$ cat src/rtl/mainreg_ctrl_pkg.sv
// Shared definitions for the main register file controller: operation
// encodings, register indices, FSM state encoding and a small helper.
package mainreg_ctrl_pkg;

    localparam int DATA_W = 8;
    localparam int REG_W  = 2;

    typedef logic [1:0]        op_t;
    typedef logic [REG_W-1:0]  reg_idx_t;
    typedef logic [DATA_W-1:0] data_t;

    localparam op_t OP_READ  = 2'b00;
    localparam op_t OP_WRITE = 2'b01;
    localparam op_t OP_MOVE  = 2'b10;
    localparam op_t OP_SWAP  = 2'b11;

    localparam reg_idx_t REG_A  = 2'd0;
    localparam reg_idx_t REG_B  = 2'd1;
    localparam reg_idx_t REG_C  = 2'd2;
    localparam reg_idx_t REG_IX = 2'd3;

    localparam logic [1:0] ST_IDLE = 2'd0;
    localparam logic [1:0] ST_RD   = 2'd1;
    localparam logic [1:0] ST_WR   = 2'd2;
    localparam logic [1:0] ST_SW   = 2'd3;

    // True when the given state is the last working state of a command, so
    // the completion pulse should follow in the next cycle. A MOVE continues
    // from RD into WR, so RD is only final for a plain READ.
    function automatic logic is_final(input logic [1:0] st, input op_t op);
        return ((st == ST_RD) && (op != OP_MOVE)) || (st == ST_WR) || (st == ST_SW);
    endfunction

endpackage

$ cat src/rtl/mainreg_ctrl_if.sv
// Requester-side bundle of the controller: two command ports with their
// ready handshakes, plus the shared completion report.
interface mainreg_ctrl_if;

    logic                      req0_valid;
    mainreg_ctrl_pkg::op_t     req0_op;
    mainreg_ctrl_pkg::reg_idx_t req0_dst;
    mainreg_ctrl_pkg::reg_idx_t req0_src;
    mainreg_ctrl_pkg::data_t   req0_data;
    logic                      req0_ready;

    logic                      req1_valid;
    mainreg_ctrl_pkg::op_t     req1_op;
    mainreg_ctrl_pkg::reg_idx_t req1_dst;
    mainreg_ctrl_pkg::reg_idx_t req1_src;
    mainreg_ctrl_pkg::data_t   req1_data;
    logic                      req1_ready;

    logic                      done;
    logic                      done_id;
    mainreg_ctrl_pkg::data_t   rdata;

    modport master (
        output req0_valid, req0_op, req0_dst, req0_src, req0_data,
        output req1_valid, req1_op, req1_dst, req1_src, req1_data,
        input  req0_ready, req1_ready, done, done_id, rdata
    );

    modport slave (
        input  req0_valid, req0_op, req0_dst, req0_src, req0_data,
        input  req1_valid, req1_op, req1_dst, req1_src, req1_data,
        output req0_ready, req1_ready, done, done_id, rdata
    );

endinterface

$ cat src/rtl/rr_arb2.sv
// Two-way round-robin arbiter. A lone request is granted directly; when both
// request, the side that did not win last time gets the grant. The memory of
// the last winner resets to requester 1 so requester 0 wins the first tie.
module rr_arb2 (
    input  logic       clk,
    input  logic       rst_n,
    input  logic       en,
    input  logic [1:0] req,
    output logic [1:0] grant
);

    logic last_grant;

    // One-hot grant, suppressed entirely while the controller cannot accept
    always_comb begin
        grant = 2'b00;
        if (en) begin
            if (req == 2'b11) begin
                grant = last_grant ? 2'b01 : 2'b10;
            end else begin
                grant = req;
            end
        end
    end

    // Remember which requester won every time a grant is actually taken
    always_ff @(posedge clk or negedge rst_n) begin
        if (!rst_n) begin
            last_grant <= 1'b1;
        end else if (|grant) begin
            last_grant <= grant[1];
        end
    end

endmodule

$ cat src/rtl/mainreg_ctrl.sv
// Controller that serialises READ/WRITE/MOVE/SWAP commands from two
// requesters onto the control pins of the external main register file.
// Every read passes through the hold register, which also feeds the
// register-file write data and the read result.
module mainreg_ctrl
    import mainreg_ctrl_pkg::*;
(
    input  logic           clk,
    input  logic           rst_n,
    mainreg_ctrl_if.slave  bus,
    output logic           mrwe,
    output logic           wa0,
    output logic           wa1,
    output logic           ra0,
    output logic           ra1,
    output logic           ra2,
    output logic           ra3,
    output logic           ra4,
    output logic           swapr,
    output data_t          rf_in,
    input  data_t          rf_outa,
    output logic           busy
);

    logic [1:0] state;
    logic [1:0] next_state;
    op_t        cmd_op;
    reg_idx_t   cmd_dst;
    reg_idx_t   cmd_src;
    logic       cmd_id;
    data_t      hold;
    logic       done_q;

    logic       idle;
    logic [1:0] grant;
    logic       accept;
    logic       acc_id;
    op_t        sel_op;
    reg_idx_t   sel_dst;
    reg_idx_t   sel_src;
    data_t      sel_data;
    reg_idx_t   wa;
    reg_idx_t   ra_lo;
    reg_idx_t   ra_hi;

    assign idle = (state == ST_IDLE);

    // Reset is folded into the enable so no READY can show while held in reset
    rr_arb2 u_arb (
        .clk   (clk),
        .rst_n (rst_n),
        .en    (idle & rst_n),
        .req   ({bus.req1_valid, bus.req0_valid}),
        .grant (grant)
    );

    assign bus.req0_ready = grant[0];
    assign bus.req1_ready = grant[1];
    assign accept         = |grant;
    assign acc_id         = grant[1];

    // Pick the command fields of whichever requester was granted
    always_comb begin
        sel_op   = bus.req0_op;
        sel_dst  = bus.req0_dst;
        sel_src  = bus.req0_src;
        sel_data = bus.req0_data;
        if (acc_id) begin
            sel_op   = bus.req1_op;
            sel_dst  = bus.req1_dst;
            sel_src  = bus.req1_src;
            sel_data = bus.req1_data;
        end
    end

    // Next-state decode: IDLE dispatches on the accepted op, RD chains into WR for MOVE
    always_comb begin
        next_state = ST_IDLE;
        case (state)
            ST_IDLE: begin
                if (accept) begin
                    case (sel_op)
                        OP_READ:  next_state = ST_RD;
                        OP_WRITE: next_state = ST_WR;
                        OP_MOVE:  next_state = ST_RD;
                        default:  next_state = ST_SW;
                    endcase
                end
            end
            ST_RD:   next_state = (cmd_op == OP_MOVE) ? ST_WR : ST_IDLE;
            default: next_state = ST_IDLE;
        endcase
    end

    // State register plus the latched command, captured only on an accept
    always_ff @(posedge clk or negedge rst_n) begin
        if (!rst_n) begin
            state   <= ST_IDLE;
            cmd_op  <= OP_READ;
            cmd_dst <= REG_A;
            cmd_src <= REG_A;
            cmd_id  <= 1'b0;
        end else begin
            state <= next_state;
            if (accept) begin
                cmd_op  <= sel_op;
                cmd_dst <= sel_dst;
                cmd_src <= sel_src;
                cmd_id  <= acc_id;
            end
        end
    end

    // Hold register: loaded with WRITE data on accept, or with port-A data at the end of RD
    always_ff @(posedge clk or negedge rst_n) begin
        if (!rst_n) begin
            hold <= '0;
        end else if (accept && (sel_op == OP_WRITE)) begin
            hold <= sel_data;
        end else if (state == ST_RD) begin
            hold <= rf_outa;
        end
    end

    // Completion pulse lands in the cycle after the last working state
    always_ff @(posedge clk or negedge rst_n) begin
        if (!rst_n) begin
            done_q <= 1'b0;
        end else begin
            done_q <= is_final(state, cmd_op);
        end
    end

    // Register-file controls per working state; everything stays low in IDLE
    always_comb begin
        mrwe  = 1'b0;
        swapr = 1'b0;
        wa    = '0;
        ra_lo = '0;
        ra_hi = '0;
        case (state)
            ST_RD: begin
                ra_lo = cmd_src;
            end
            ST_WR: begin
                mrwe = 1'b1;
                wa   = cmd_dst;
            end
            ST_SW: begin
                swapr = 1'b1;
                ra_lo = cmd_dst;
                ra_hi = cmd_src;
            end
            default: begin
                mrwe = 1'b0;
            end
        endcase
    end

    assign wa0         = wa[0];
    assign wa1         = wa[1];
    assign ra0         = ra_lo[0];
    assign ra1         = ra_lo[1];
    assign ra2         = ra_hi[0];
    assign ra3         = ra_hi[1];
    assign ra4         = 1'b0;
    assign rf_in       = hold;
    assign busy        = !idle;
    assign bus.done    = done_q;
    assign bus.done_id = cmd_id;
    assign bus.rdata   = hold;

endmodule

$ cat src/flat_wrapper.sv
// flat-port wrapper written by rule: the top's interface ports become plain ports
module mainreg_ctrl_flat import mainreg_ctrl_pkg::*;
  (clk, rst_n, mrwe, wa0, wa1, ra0, ra1, ra2, ra3, ra4, swapr, rf_in, rf_outa, busy, bus_req0_valid, bus_req0_op, bus_req0_dst, bus_req0_src, bus_req0_data, bus_req1_valid, bus_req1_op, bus_req1_dst, bus_req1_src, bus_req1_data, bus_req0_ready, bus_req1_ready, bus_done, bus_done_id, bus_rdata);
  mainreg_ctrl_if bus_i ();
  input  logic clk;
  input  logic rst_n;
  output logic mrwe;
  output logic wa0;
  output logic wa1;
  output logic ra0;
  output logic ra1;
  output logic ra2;
  output logic ra3;
  output logic ra4;
  output logic swapr;
  output data_t rf_in;
  input  data_t rf_outa;
  output logic busy;
  input wire logic [$bits(bus_i.req0_valid)-1:0] bus_req0_valid;
  input wire logic [$bits(bus_i.req0_op)-1:0] bus_req0_op;
  input wire logic [$bits(bus_i.req0_dst)-1:0] bus_req0_dst;
  input wire logic [$bits(bus_i.req0_src)-1:0] bus_req0_src;
  input wire logic [$bits(bus_i.req0_data)-1:0] bus_req0_data;
  input wire logic [$bits(bus_i.req1_valid)-1:0] bus_req1_valid;
  input wire logic [$bits(bus_i.req1_op)-1:0] bus_req1_op;
  input wire logic [$bits(bus_i.req1_dst)-1:0] bus_req1_dst;
  input wire logic [$bits(bus_i.req1_src)-1:0] bus_req1_src;
  input wire logic [$bits(bus_i.req1_data)-1:0] bus_req1_data;
  output wire logic [$bits(bus_i.req0_ready)-1:0] bus_req0_ready;
  output wire logic [$bits(bus_i.req1_ready)-1:0] bus_req1_ready;
  output wire logic [$bits(bus_i.done)-1:0] bus_done;
  output wire logic [$bits(bus_i.done_id)-1:0] bus_done_id;
  output wire logic [$bits(bus_i.rdata)-1:0] bus_rdata;
  assign bus_i.req0_valid = bus_req0_valid;
  assign bus_i.req0_op = bus_req0_op;
  assign bus_i.req0_dst = bus_req0_dst;
  assign bus_i.req0_src = bus_req0_src;
  assign bus_i.req0_data = bus_req0_data;
  assign bus_i.req1_valid = bus_req1_valid;
  assign bus_i.req1_op = bus_req1_op;
  assign bus_i.req1_dst = bus_req1_dst;
  assign bus_i.req1_src = bus_req1_src;
  assign bus_i.req1_data = bus_req1_data;
  assign bus_req0_ready = bus_i.req0_ready;
  assign bus_req1_ready = bus_i.req1_ready;
  assign bus_done = bus_i.done;
  assign bus_done_id = bus_i.done_id;
  assign bus_rdata = bus_i.rdata;
  mainreg_ctrl u_core (.clk(clk), .rst_n(rst_n), .bus(bus_i), .mrwe(mrwe), .wa0(wa0), .wa1(wa1), .ra0(ra0), .ra1(ra1), .ra2(ra2), .ra3(ra3), .ra4(ra4), .swapr(swapr), .rf_in(rf_in), .rf_outa(rf_outa), .busy(busy));
endmodule
$ cat config.mk
export PLATFORM = sky130hd
export DESIGN_NAME = mainreg_ctrl_flat
export DESIGN_NICKNAME = d
export VERILOG_FILES = /design/src/rtl/mainreg_ctrl_pkg.sv /design/src/rtl/mainreg_ctrl_if.sv /design/src/rtl/rr_arb2.sv /design/src/rtl/mainreg_ctrl.sv /design/src/flat_wrapper.sv
export SDC_FILE = /design/constraint.sdc
export NUM_CORES = 1
export LEC_CHECK = 0
export ABC_AREA = 1
export BUFFER_PORTS_ARGS = -buffer_cell sky130_fd_sc_hd__buf_2
export CAP_MARGIN = 15
export CORE_ASPECT_RATIO = 1.25
export CORE_MARGIN = 1.5
export CORE_UTILIZATION = 44
export CTS_BUF_LIST = sky130_fd_sc_hd__clkbuf_8
export DETAILED_ROUTE_END_ITERATION = 12
export PLACE_DENSITY_LB_ADDON = 0.05
export SYNTH_ARGS = -nofsm -noshare
export SYNTH_HDL_FRONTEND = slang
export SYNTH_HIERARCHICAL = 1
export SYNTH_SLANG_ARGS = --single-unit
export TNS_END_PERCENT = 5
$ cat constraint.sdc
create_clock -name clk -period 3.5 [get_ports clk]
set_input_delay 0.35 -clock clk [delete_from_list [all_inputs] [get_ports clk]]
set_output_delay 0.35 -clock clk [all_outputs]
set_load 0.02 [all_outputs]
==> results of run 1 <==
[cells by family after synthesis]
kind of cell | share of synthesized area (%)
AO/OA/AOI/OAI | 8.815
other | 0.3037
flip-flops | 38.60
buffers and inverters | 17.43
AND/OR/NAND/NOR | 34.85
[state kept, by name, indices dropped and copies added (netlist names)]
| name | cells |
|---|---|
| u_core/bus.done_id | 1 |
| u_core/bus.done | 1 |
| u_core/cmd_dst | 2 |
| u_core/cmd_op | 2 |
| u_core/bus.rdata | 8 |
| u_core/state | 2 |
| u_core/cmd_src | 2 |
| u_core/u_arb/last_grant | 1 |
[power by group through the flow]
stage | sequential (mW) | clock (mW) | combinational [mW]
after global routing | 0.409 | 0.171 | 0.795
after detailed placement | 0.398 | 0 | 0.714
after global placement | 0.394 | 0 | 0.708
final | 0.393 | 0.155 | 0.712
after CTS | 0.394 | 0.161 | 0.719
after floorplan | 0.459 | 0 | 0.503
[layout by cell type (no fill, tap or decap)]
cell / instances
dfrtp_1: 18
nand2_1: 63
a21oi_1: 2
dfstp_2: 1
inv_4: 2
buf_2: 68
nor2_1: 8
o22ai_1: 3
o211ai_1: 4
buf_4: 1
nand2_2: 2
nand3_4: 1
o21ai_0: 10
nor2_2: 1
nor2_4: 2
inv_1: 25
nand3_1: 21
clkinvlp_4: 1
clkbuf_8: 3
conb_1: 1
[layer usage]
metal	vias to the layer above	share of wire [%]
li1	659	-
met4	0	0.44
met3	2	6.3
met1	578	44
met2	59	50
met5	-	0
[per-stage QoR]
stage / instance area [um2] / setup slack, ns / power, mW
final: 1565 / 0.9946 / 1.260
after global routing: 1565 / 0.6453 / 1.375
after CTS: 1565 / 1.000 / 1.273
after detailed placement: 1516 / 0.9022 / 1.113
after global placement: 1516 / 1.008 / 1.101
after floorplan: 1235 / 1.291 / 0.9619
[worst max-delay path: stages (launching register included)]
cell and delay [ns]:
dfrtp_1 0.44, inv_1 0.11, nand2_1 0.12, nor2_1 0.15, nand2_1 0.07, inv_1 0.06, nand2_1 0.06, inv_1 0.57
inv_4 0.11, nand2_1 0.11, nand2_2 0.16, nand3_4 0.22, nand2_1 0.08, nand2_1 0.08, nand2_1 0.04
[how the worst max path moves through the flow]
stage | from | end | slack (ns) | cells past startpoint
2_1_floorplan | u_core/state[0] | u_core/bus.rdata[0] | 1.29 | 11
3_3_place_gp | rst_n | u_core/bus.rdata[0] | 1.01 | 13
3_5_place_dp | rst_n | u_core/bus.rdata[0] | 0.90 | 15
4_1_cts | u_core/state[1] | u_core/bus.rdata[0] | 1.00 | 14
5_1_grt | u_core/state[1] | u_core/bus.rdata[5] | 0.65 | 14
6_report | u_core/state[1] | u_core/bus.rdata[0] | 0.99 | 14
[layout make-up]
cell class,count,share of cell area [%]
clock buffers,3,2.638
repair buffers,69,22.22
flip-flops and latches,19,30.46
clock inverters,1,0.4796
multi-input cells,118,34.69
inverters,27,6.795
well taps,34,2.718
==> metrics.md, run 1 <==
| Metric | Value |
|---|---|
| Sequential-to-total area share from yosys stat | roughly two fifths |
| GR Util met1 | 25.59% |
| Fin Clk Skew | 0.006112 ns |
| Worst EP required | around 3.7 ns |
| Bufs on Longest Clock Path | 2 |
| Worst skew pair latency | 0.25 ns |
| Nets | approximately 280 |
| Number of synthesized flops with an enable pin | 0 |
| Die area | 3135 um2 |
| GR peak layer | met2 |
| Synth top area cells | dfrtp_1 36%, nand2_1 19%, nand3_1 8.5%, inv_1 7.6%, buf_4 5.5% |
| R2R depth | 14 |
| DRT Pass-1 Iters | 5 |
| Fillers | ~270 |
| Routability cong. | roughly 0.83 |
| Yosys top cell area share | a little over a third |
| Max-cap check violation count | 0 |
| Critical Path Source Type | register |
| Synth warnings | 6 |
| Final wirelength | 2.980 mm |
| Post-CTS sizing | 0 |
| Hold Fails Final Rpt | 0 |
| P&R area growth vs syn | 26.75% |
| Num CTS Buffers | 3 |
| Die width | between 50 and 60 um |
| Antenna Nets Post-Route | 0 |
| Mapped Nets | 219 |
| Layout cell share with drive strength beyond 1 | 34.60% |
| Hold_buf cts | 0 |
| Layout Utilization | 58.40% |
| Dpl cells | around 270 |
| CTS Root Cell | clkbuf_8 |
| Chip height | 62.23 um |
| Dominant cell by count in the synthesized netlist | nand2_1 |
| Syn Inst Count | 179 |
| Hold Crit Class | in2async |
| H-tree depth | 1 |
| Starting Density | 46.08% |
| Hold WS | 0.04537 ns |
| Cell Pwr Density | 804.9 nW/um2 |
| Reg2reg end | u_core/bus.rdata[0] |
| Largest net degree at the start of global routing | 27 |
| DRT iter0 DRCs | 40 |
| Setup violations, final | 0 |
| CTS tree | yes |
| CP arrival | between 2 and 3 ns |
| Relative max-transition margin | 48.62% |
| Remaining DRCs | 0 |
| Vias | 1298 |
| FF-to-FF setup slack | approximately 0.99 ns |
| Critical path endpoint category | register |
| Met2 Usage GRT | 36.02% |
| Num ports | 70 |
| Area of the multi-input gates | 543.0 um2 |
| CTS clk-pin slew, worst paths | ~0.080 ns |
| Comb power frac | 56.5% |
| First-pass GRT wire length | between 5 and 6 mm |
| Antenna Cells | 0 |
| Switch share | 49.03% |
| Area leader, netlist | dfrtp_1 |
| Critical path type | reg2reg |
| Worst slew pin tran | 0.7699 ns |
| Switch Pwr | 617.7 uW |
| Reg2reg start | u_core/state[1] |
| Via/cell ratio | about 4.8 |
| RSZ-0062 raised after global routing | false |
| Seq cells post-synth | 19 |
| Cell internal pwr | 642.1 uW |
| CP Max Fanout | 26 |
| Maximum VDD drop | slightly above 0.5 mV |
| Finished Layout Cells | 271 |
| Syn Area/Cell | about 7 um2 |
| Sequential Power Share | 31.2% |
| Vias in the first global route | 1250 |
| Final TNS setup | 0 ns |
| DP HPWL | 2.273 mm |
| Setup bufs post-CTS | 0 |
| Power share of the clock group | roughly 12% |
| Async SR Flop Fraction | 100.0% |
| Mapped cell area | roughly 1200 um2 |
| Congestion Overflow GR | 0 |
| Fmax | 399.1 MHz |
| Status | completed |
| All-Layer GR Usage | 20.74% |
| Seq. cell area | 476.7 um2 |
| Initial antenna violation count | 0 |
| FP Rows | 21 |
| Drt wl/cell | between 10 and 15 um |
| Leakage power figure | ~0.94 nW |
| Post-synthesis cell type count | 20 |
| Core area | between 2000 and 3000 um2 |
| Most common flop cell mapped by yosys | dfrtp_1 |
| Global Route met3 Usage | 2.885% |
| Period utilization | 71.58% |
| # clock sinks | 19 |
| Final worst path period need | 2.505 ns |
| Synth cell count leaders | 63 x nand2_1, 25 x inv_1, 21 x nand3_1 |
| IO buf count | 68 |
| Slew Limit Fails | 0 |
No activity file was read; power rests on OpenSTA's default activity.
==> run 2, diff against run 1 <==
--- a/config.mk
+++ b/config.mk
@@ -5,7 +5,7 @@
 export SDC_FILE = /design/constraint.sdc
 export NUM_CORES = 1
 export LEC_CHECK = 0
-export ABC_AREA = 1
+export ABC_AREA = 0
 export BUFFER_PORTS_ARGS = -buffer_cell sky130_fd_sc_hd__buf_2
 export CAP_MARGIN = 15
 export CORE_ASPECT_RATIO = 1.25
==> constraint.sdc (replaced) <==
create_clock -name clk -period 2.53 [get_ports clk]
set_input_delay 0.253 -clock clk [delete_from_list [all_inputs] [get_ports clk]]
set_output_delay 0.253 -clock clk [all_outputs]
set_load 0.02 [all_outputs]
==> metrics.md, run 2 <==
| Metric | Value |
|---|---|
| Period utilization | 83.65% |
| CP arrival | 1.86 ns |
| Maximum VDD drop | around 0.58 mV |
| Critical Path Source Type | register |
| All-Layer GR Usage | approximately 18% |
| Critical path type | reg2out |
| Synth warnings | 6 |
| Max-cap check violation count | 0 |
| Post-CTS sizing | 0 |
| Most common flop cell mapped by yosys | dfrtp_1 |
| Vias | 984 |
| Worst EP required | 2.28 ns |
| Num ports | 70 |
| First-pass GRT wire length | 4.043 mm |
| Setup violations, final | 0 |
| Final TNS setup | 0 ns |
| Die area | 2949 um2 |
| Final wirelength | 2.599 mm |
| CP Max Fanout | 16 |
| Fmax | 472.5 MHz |
| Nets | 212 |
| Largest net degree at the start of global routing | 20 |
| Synth cell count leaders | 33 x mux2i_1, 18 x dfrtp_1, 10 x buf_4 |
| DRT Pass-1 Iters | 4 |
| Worst skew pair latency | 0.25 ns |
| Via/cell ratio | 4.824 |
| CP Depth | 6 |
| Post-synthesis cell type count | 24 |
| Bufs on Longest Clock Path | 2 |
| Dominant cell by count in the synthesized netlist | mux2i_1 |
| Power consumption | 1.623 mW |
| Dpl cells | 199 |
| Initial antenna violation count | 0 |
| Fin Clk Skew | 0.001858 ns |
| Starting Density | 47.19% |
| Vias in the first global route | 915 |
| R2R depth | 8 |
| Leakage power figure | 0.8712 nW |
| Antenna Cells | 0 |
| Relative max-transition margin | 61.87% |
| Antenna Nets Post-Route | 0 |
| Syn Inst Count | 109 |
| Layout cell share with drive strength beyond 1 | between 40% and 50% |
| Pre-CTS setup slack | around 0.55 ns |
| Die width | roughly 49 um |
| Hold path endpoint | u_core/cmd_dst[0] |
| IO buf count | between 60 and 70 |
| Status | completed |
| FP Rows | 20 |
| Syn Area/Cell | 10.62 um2 |
| Commonest non-fill, non-tap cell in the layout | buf_2 |
| Number of synthesized flops with an enable pin | 0 |
| H-tree depth | 1 |
| Congestion Overflow GR | 0 |
| Num CTS Buffers | 3 |
| Crit-path cells | nor2_1, and2_1, nand2_1, a21oi_2, buf_4, buf_2 |
| Remaining DRCs | 0 |
| Slowest-stage cell, CP | dfrtp_1 |
| Hold Crit Start | bus_req1_dst[0] |
| Sequential-to-total area share from yosys stat | 41.19% |
| Worst slew pin tran | around 0.57 ns |
| Drt wl/cell | 12.74 um |
| Worst setup margin | 0.4136 ns |
| Hold Fails Final Rpt | 0 |
| Family with the most delay on the worst path | buffers and inverters |
| DP HPWL | 2.004 mm |
| CTS Root Cell | clkbuf_8 |
| Worst Path Buf+Inv | 2 |
| RSZ-0062 raised after global routing | false |
| Yosys top cell area share | 38.92% |
| CTS clk-pin slew, worst paths | approximately 0.070 ns |
| P&R area growth vs syn | 31.68% |
| Layout Utilization | 62.14% |
| Final worst path period need | 2.116 ns |
| Commonest non-fill, non-tap cells in the layout | 68 x buf_2, 33 x mux2i_1, 18 x dfrtp_1 |
| Synth top area cells | dfrtp_1 39%, mux2i_1 29%, buf_4 6.5%, o21ai_0 3.0%, nand2_1 2.6% |
| Cells on Worst Hold Path | 3 |
| Critical path endpoint category | output pin |
| Mapped cell area | 1157 um2 |
| Area leader, netlist | dfrtp_1 |
| Setup bufs post-CTS | 0 |
| # clock sinks | 19 |
| Cell Pwr Density | about 1100 nW/um2 |
| Async SR Flop Fraction | between 90% and 100% |
| Number of flip-flops in the largest register | 8 |
| Finished Layout Cells | 204 |
| Core area | 2452 um2 |
| Reg2reg start | u_core/state[1] |
| Routability cong. | just under 0.8 |
| Mapped Nets | 149 |
| Chip height | 60.34 um |
| DRT iter0 DRCs | 9 |
| Slew Limit Fails | 0 |
| Seq cells post-synth | 19 |
| CTS tree | yes |
| Hold Crit Class | in2reg |
| FF-to-FF setup slack | 0.57 ns |
| Crit-path max cell delay | 0.47 ns |
| Reg2reg end | u_core/bus.rdata[0] |
run 2: changes by cell type in the layout (fill, tap and decap cells not counted), sizes merged, moves of 4 or more:
cell    change
o211ai      -4
and2        +4
nand3      -22
nor2       -10
mux2i      +33
inv        -24
nand2      -57
run 2: cell families (layout without fill, tap and decap cells):
kind of cell | count (synthesis) | after routing | share of synthesized area [%]
flip-flops | 19 | 19 | 41.19
AND/OR/NAND/NOR | 24 | 24 | 12.00
multiplexers | 33 | 33 | 28.54
buffers and inverters | 18 | 80 | 10.05
AO/OA/AOI/OAI | 14 | 14 | 7.892
other | 1 | 1 | 0.3240
run 2: worst min-delay path, stage by stage:
cell and delay [ns]:
buf_2 0.07, nand2_1 0.04, o21ai_0 0.05
run 2: per-layer routing:
layer	wire length, um	GRT usage, %	vias up	share of wire, %
met5	0	0	-	0
met4	20	8.571	0	0.77
met3	172	2.709	2	6.6
met2	1374	33.86	41	53
met1	1031	20.53	453	40
li1	-	-	488	-
run 2: worst max path at each step:
stage                          from                   to  slack [ns]
floorplan           u_core/state[1]  u_core/bus.rdata[0]        0.42
CTS                 u_core/state[1]       bus_req1_ready        0.40
global route        u_core/state[1]       bus_req1_ready        0.25
finish              u_core/state[1]       bus_req1_ready        0.41
detailed placement  u_core/state[1]  u_core/bus.rdata[7]        0.55
global placement    u_core/state[1]  u_core/bus.rdata[4]        0.65
run 2: metrics by stage:
step / instance area [um2] / hold WS [ns]
finish: 1524 / 0.2050
global route: 1524 / 0.2085
CTS: 1524 / 0.1979
detailed placement: 1468 / 0.2586
global placement: 1468 / 0.2487
floorplan: 1157 / -0.04259
run 2: report_power, final:
| group | total (mW) | leakage [nW] | internal (mW) | switching (mW) |
|---|---|---|---|---|
| clock | 0.210 | 0.0255 | 0.109 | 0.101 |
| combinational | 0.849 | 0.618 | 0.344 | 0.505 |
| sequential | 0.564 | 0.228 | 0.457 | 0.107 |
| total | 1.62 | 0.871 | 0.910 | 0.713 |
run 2: layout make-up:
cell class	count	area, um2
multi-input cells	72	568.0
flip-flops and latches	19	476.7
repair buffers	73	380.4
fillers	242	928.4
well taps	33	41.29
clock buffers	3	41.29
inverters	3	11.26
clock inverters	1	5.005
run 2: repair_timing:
item | CTS | global route
setup endpoints to repair | 0 | 0
endpoints found under the hold margin | 18 | 0
hold buffers | 1 | 0
==> run 3, diff against run 2 <==
--- a/config.mk
+++ b/config.mk
@@ -10,7 +10,7 @@
 export CAP_MARGIN = 15
 export CORE_ASPECT_RATIO = 1.25
 export CORE_MARGIN = 1.5
-export CORE_UTILIZATION = 44
+export CORE_UTILIZATION = 40
 export CTS_BUF_LIST = sky130_fd_sc_hd__clkbuf_8
 export DETAILED_ROUTE_END_ITERATION = 12
 export PLACE_DENSITY_LB_ADDON = 0.05
==> constraint.sdc (replaced) <==
create_clock -name clk -period 1.8 [get_ports clk]
set_input_delay 0.18 -clock clk [delete_from_list [all_inputs] [get_ports clk]]
set_output_delay 0.18 -clock clk [all_outputs]
set_load 0.02 [all_outputs]
==> metrics.md, run 3 (synthesized netlist as in run 2, its figures left out) <==
| Metric | Value |
|---|---|
| CTS Root Cell | clkbuf_8 |
| Setup violations, final | 0 |
| H-tree depth | 1 |
| Num CTS Buffers | 3 |
| Reg2reg end | u_core/bus.rdata[3] |
| Vias in the first global route | 973 |
| Commonest non-fill, non-tap cell in the layout | buf_2 |
| Worst skew pair latency | 0.25 ns |
| CTS tree | yes |
| Final worst path period need | 1.712 ns |
| FP Rows | 21 |
| Commonest non-fill, non-tap cells in the layout | 67 x buf_2, 33 x mux2i_1, 18 x dfrtp_1 |
| Via/cell ratio | 4.822 |
| Initial antenna violation count | 0 |
| Remaining DRCs | 0 |
| Core area | roughly 2700 um2 |
| Number of flip-flops in the largest register | 8 |
| First-pass GRT wire length | 4.174 mm |
| All-Layer GR Usage | 17.31% |
| Die width | 51.11 um |
| Antenna Cells | 0 |
| Crit path launch | u_core/state[0] |
| Nets | 215 |
| Relative max-transition margin | 60.01% |
| DRT Pass-1 Iters | 4 |
| Fin Clk Skew | 0.001079 ns |
| IO buf count | 68 |
| Fmax | 584.2 MHz |
| Slew Limit Fails | 0 |
| R2R depth | 8 |
| # clock sinks | 19 |
| Largest net degree at the start of global routing | 20 |
| Num ports | 70 |
| Period utilization | a little over nine tenths |
| Cell Pwr Density | 1480 nW/um2 |
| Max-cap check violation count | 0 |
| Layout cell share with drive strength beyond 1 | approximately 50% |
| Die area | roughly 3200 um2 |
| Starting Density | between 40 and 50% |
| CP Max Fanout | 16 |
| Critical Path Source Type | register |
| Final TNS setup | 0 ns |
| Bufs on Longest Clock Path | 2 |
| Leakage power figure | 0.8990 nW |
| Final wirelength | about 2.6 mm |
| Reg2reg start | u_core/state[0] |
| Critical path endpoint category | output pin |
| P&R area growth vs syn | 37.62% |
| CTS clk-pin slew, worst paths | 0.07 ns |
| Antenna Nets Post-Route | 0 |
| Vias | 1003 |
| Chip height | ~63 um |
| DRT iter0 DRCs | 11 |
| Worst setup endpoint | bus_req1_ready |
| Cells on Worst Hold Path | 3 |
| CP arrival | 1.53 ns |
| Dpl cells | 202 |
| Drt wl/cell | between 10 and 15 um |
| Hold Crit Class | in2reg |
| Critical path type | reg2out |
| FF-to-FF setup slack | 0.10 ns |
| Finished Layout Cells | 208 |
| Pre-CTS setup slack | 0.04359 ns |
| Hold Fails Final Rpt | 0 |
| Congestion Overflow GR | 0 |
| RSZ-0062 raised after global routing | true |
| Status | completed |
| Worst setup margin | between 0.08 and 0.09 ns |
| Routability cong. | 0.6845 |
| Hold WS | 0.1353 ns |
| Worst EP required | 1.62 ns |
| Worst slew pin tran | 0.5999 ns |
| Power consumption | 2.357 mW |
| Maximum VDD drop | 0.7655 mV |
| DP HPWL | 2.044 mm |
==> run 3: changes by cell type in the layout (fill, tap and decap cells not counted), sizes merged <==
| cell | before | now |
|---|---|---|
| buf | 72 | 75 |
| inv | 3 | 4 |
| clkinv | 1 | 0 |
==> run 3: cell type report <==
type	count	area, um2
inverter	3	11.26
tap	34	42.54
timing repair buffer	76	430.4
clock inverter	1	3.754
fill	245	1114
clock buffer	3	41.29
multi-input combinational	72	586.8
sequential	19	476.7
==> run 3: what timing repair did <==
| action | 4_1_cts | 5_1_grt |
|---|---|---|
| resized for setup | 2 | 2 |
| gates cloned | 0 | 0 |
| hold buffers | 1 | 0 |
| hold endpoints to repair | 18 | 0 |
| setup buffers | 1 | 0 |
| pin swaps | 0 | 0 |
| endpoints found under the setup margin | 1 | 3 |
==> run 3: worst min path at each step <==
stage                              to  slack (ns)            start
finish              u_core/cmd_src[1]        0.14  bus_req1_src[1]
detailed placement  u_core/cmd_src[0]        0.20            rst_n
CTS                 u_core/cmd_src[1]        0.13  bus_req1_src[1]
global placement    u_core/cmd_dst[0]        0.20            rst_n
global route        u_core/cmd_src[1]        0.15  bus_req1_src[1]
floorplan             u_core/bus.done       -0.12            rst_n
==> run 3: where the power goes <==
group,switching [mW],internal (mW),total (mW)
Combinational,0.743,0.540,1.28
Clock,0.138,0.152,0.289
Sequential,0.141,0.644,0.784
==> run 3: critical path, stage by stage (launching register included) <==
cell	delay, ns
dfrtp_1	0.39
nor2_2	0.14
and2_4	0.16
nand2_2	0.08
a21oi_4	0.18
buf_12	0.18
buf_4	0.15
==> run 3: per-stage QoR <==
| stage | util [%] | cell area (um2) |
|---|---|---|
| 2_1_floorplan | - | 1182 |
| 3_3_place_gp | 55.99 | 1515 |
| 3_5_place_dp | 55.99 | 1515 |
| 4_1_cts | 58.58 | 1585 |
| 5_1_grt | 58.85 | 1593 |
| 6_report | 58.85 | 1593 |
==> run 3: routing by layer <==
layer,routed length (um),vias to the layer above,global-route usage (%)
met5,0,-,0
met1,1025,470,17.96
met4,51,0,10.14
met3,171,4,4.028
met2,1390,36,30.68
li1,-,493,-
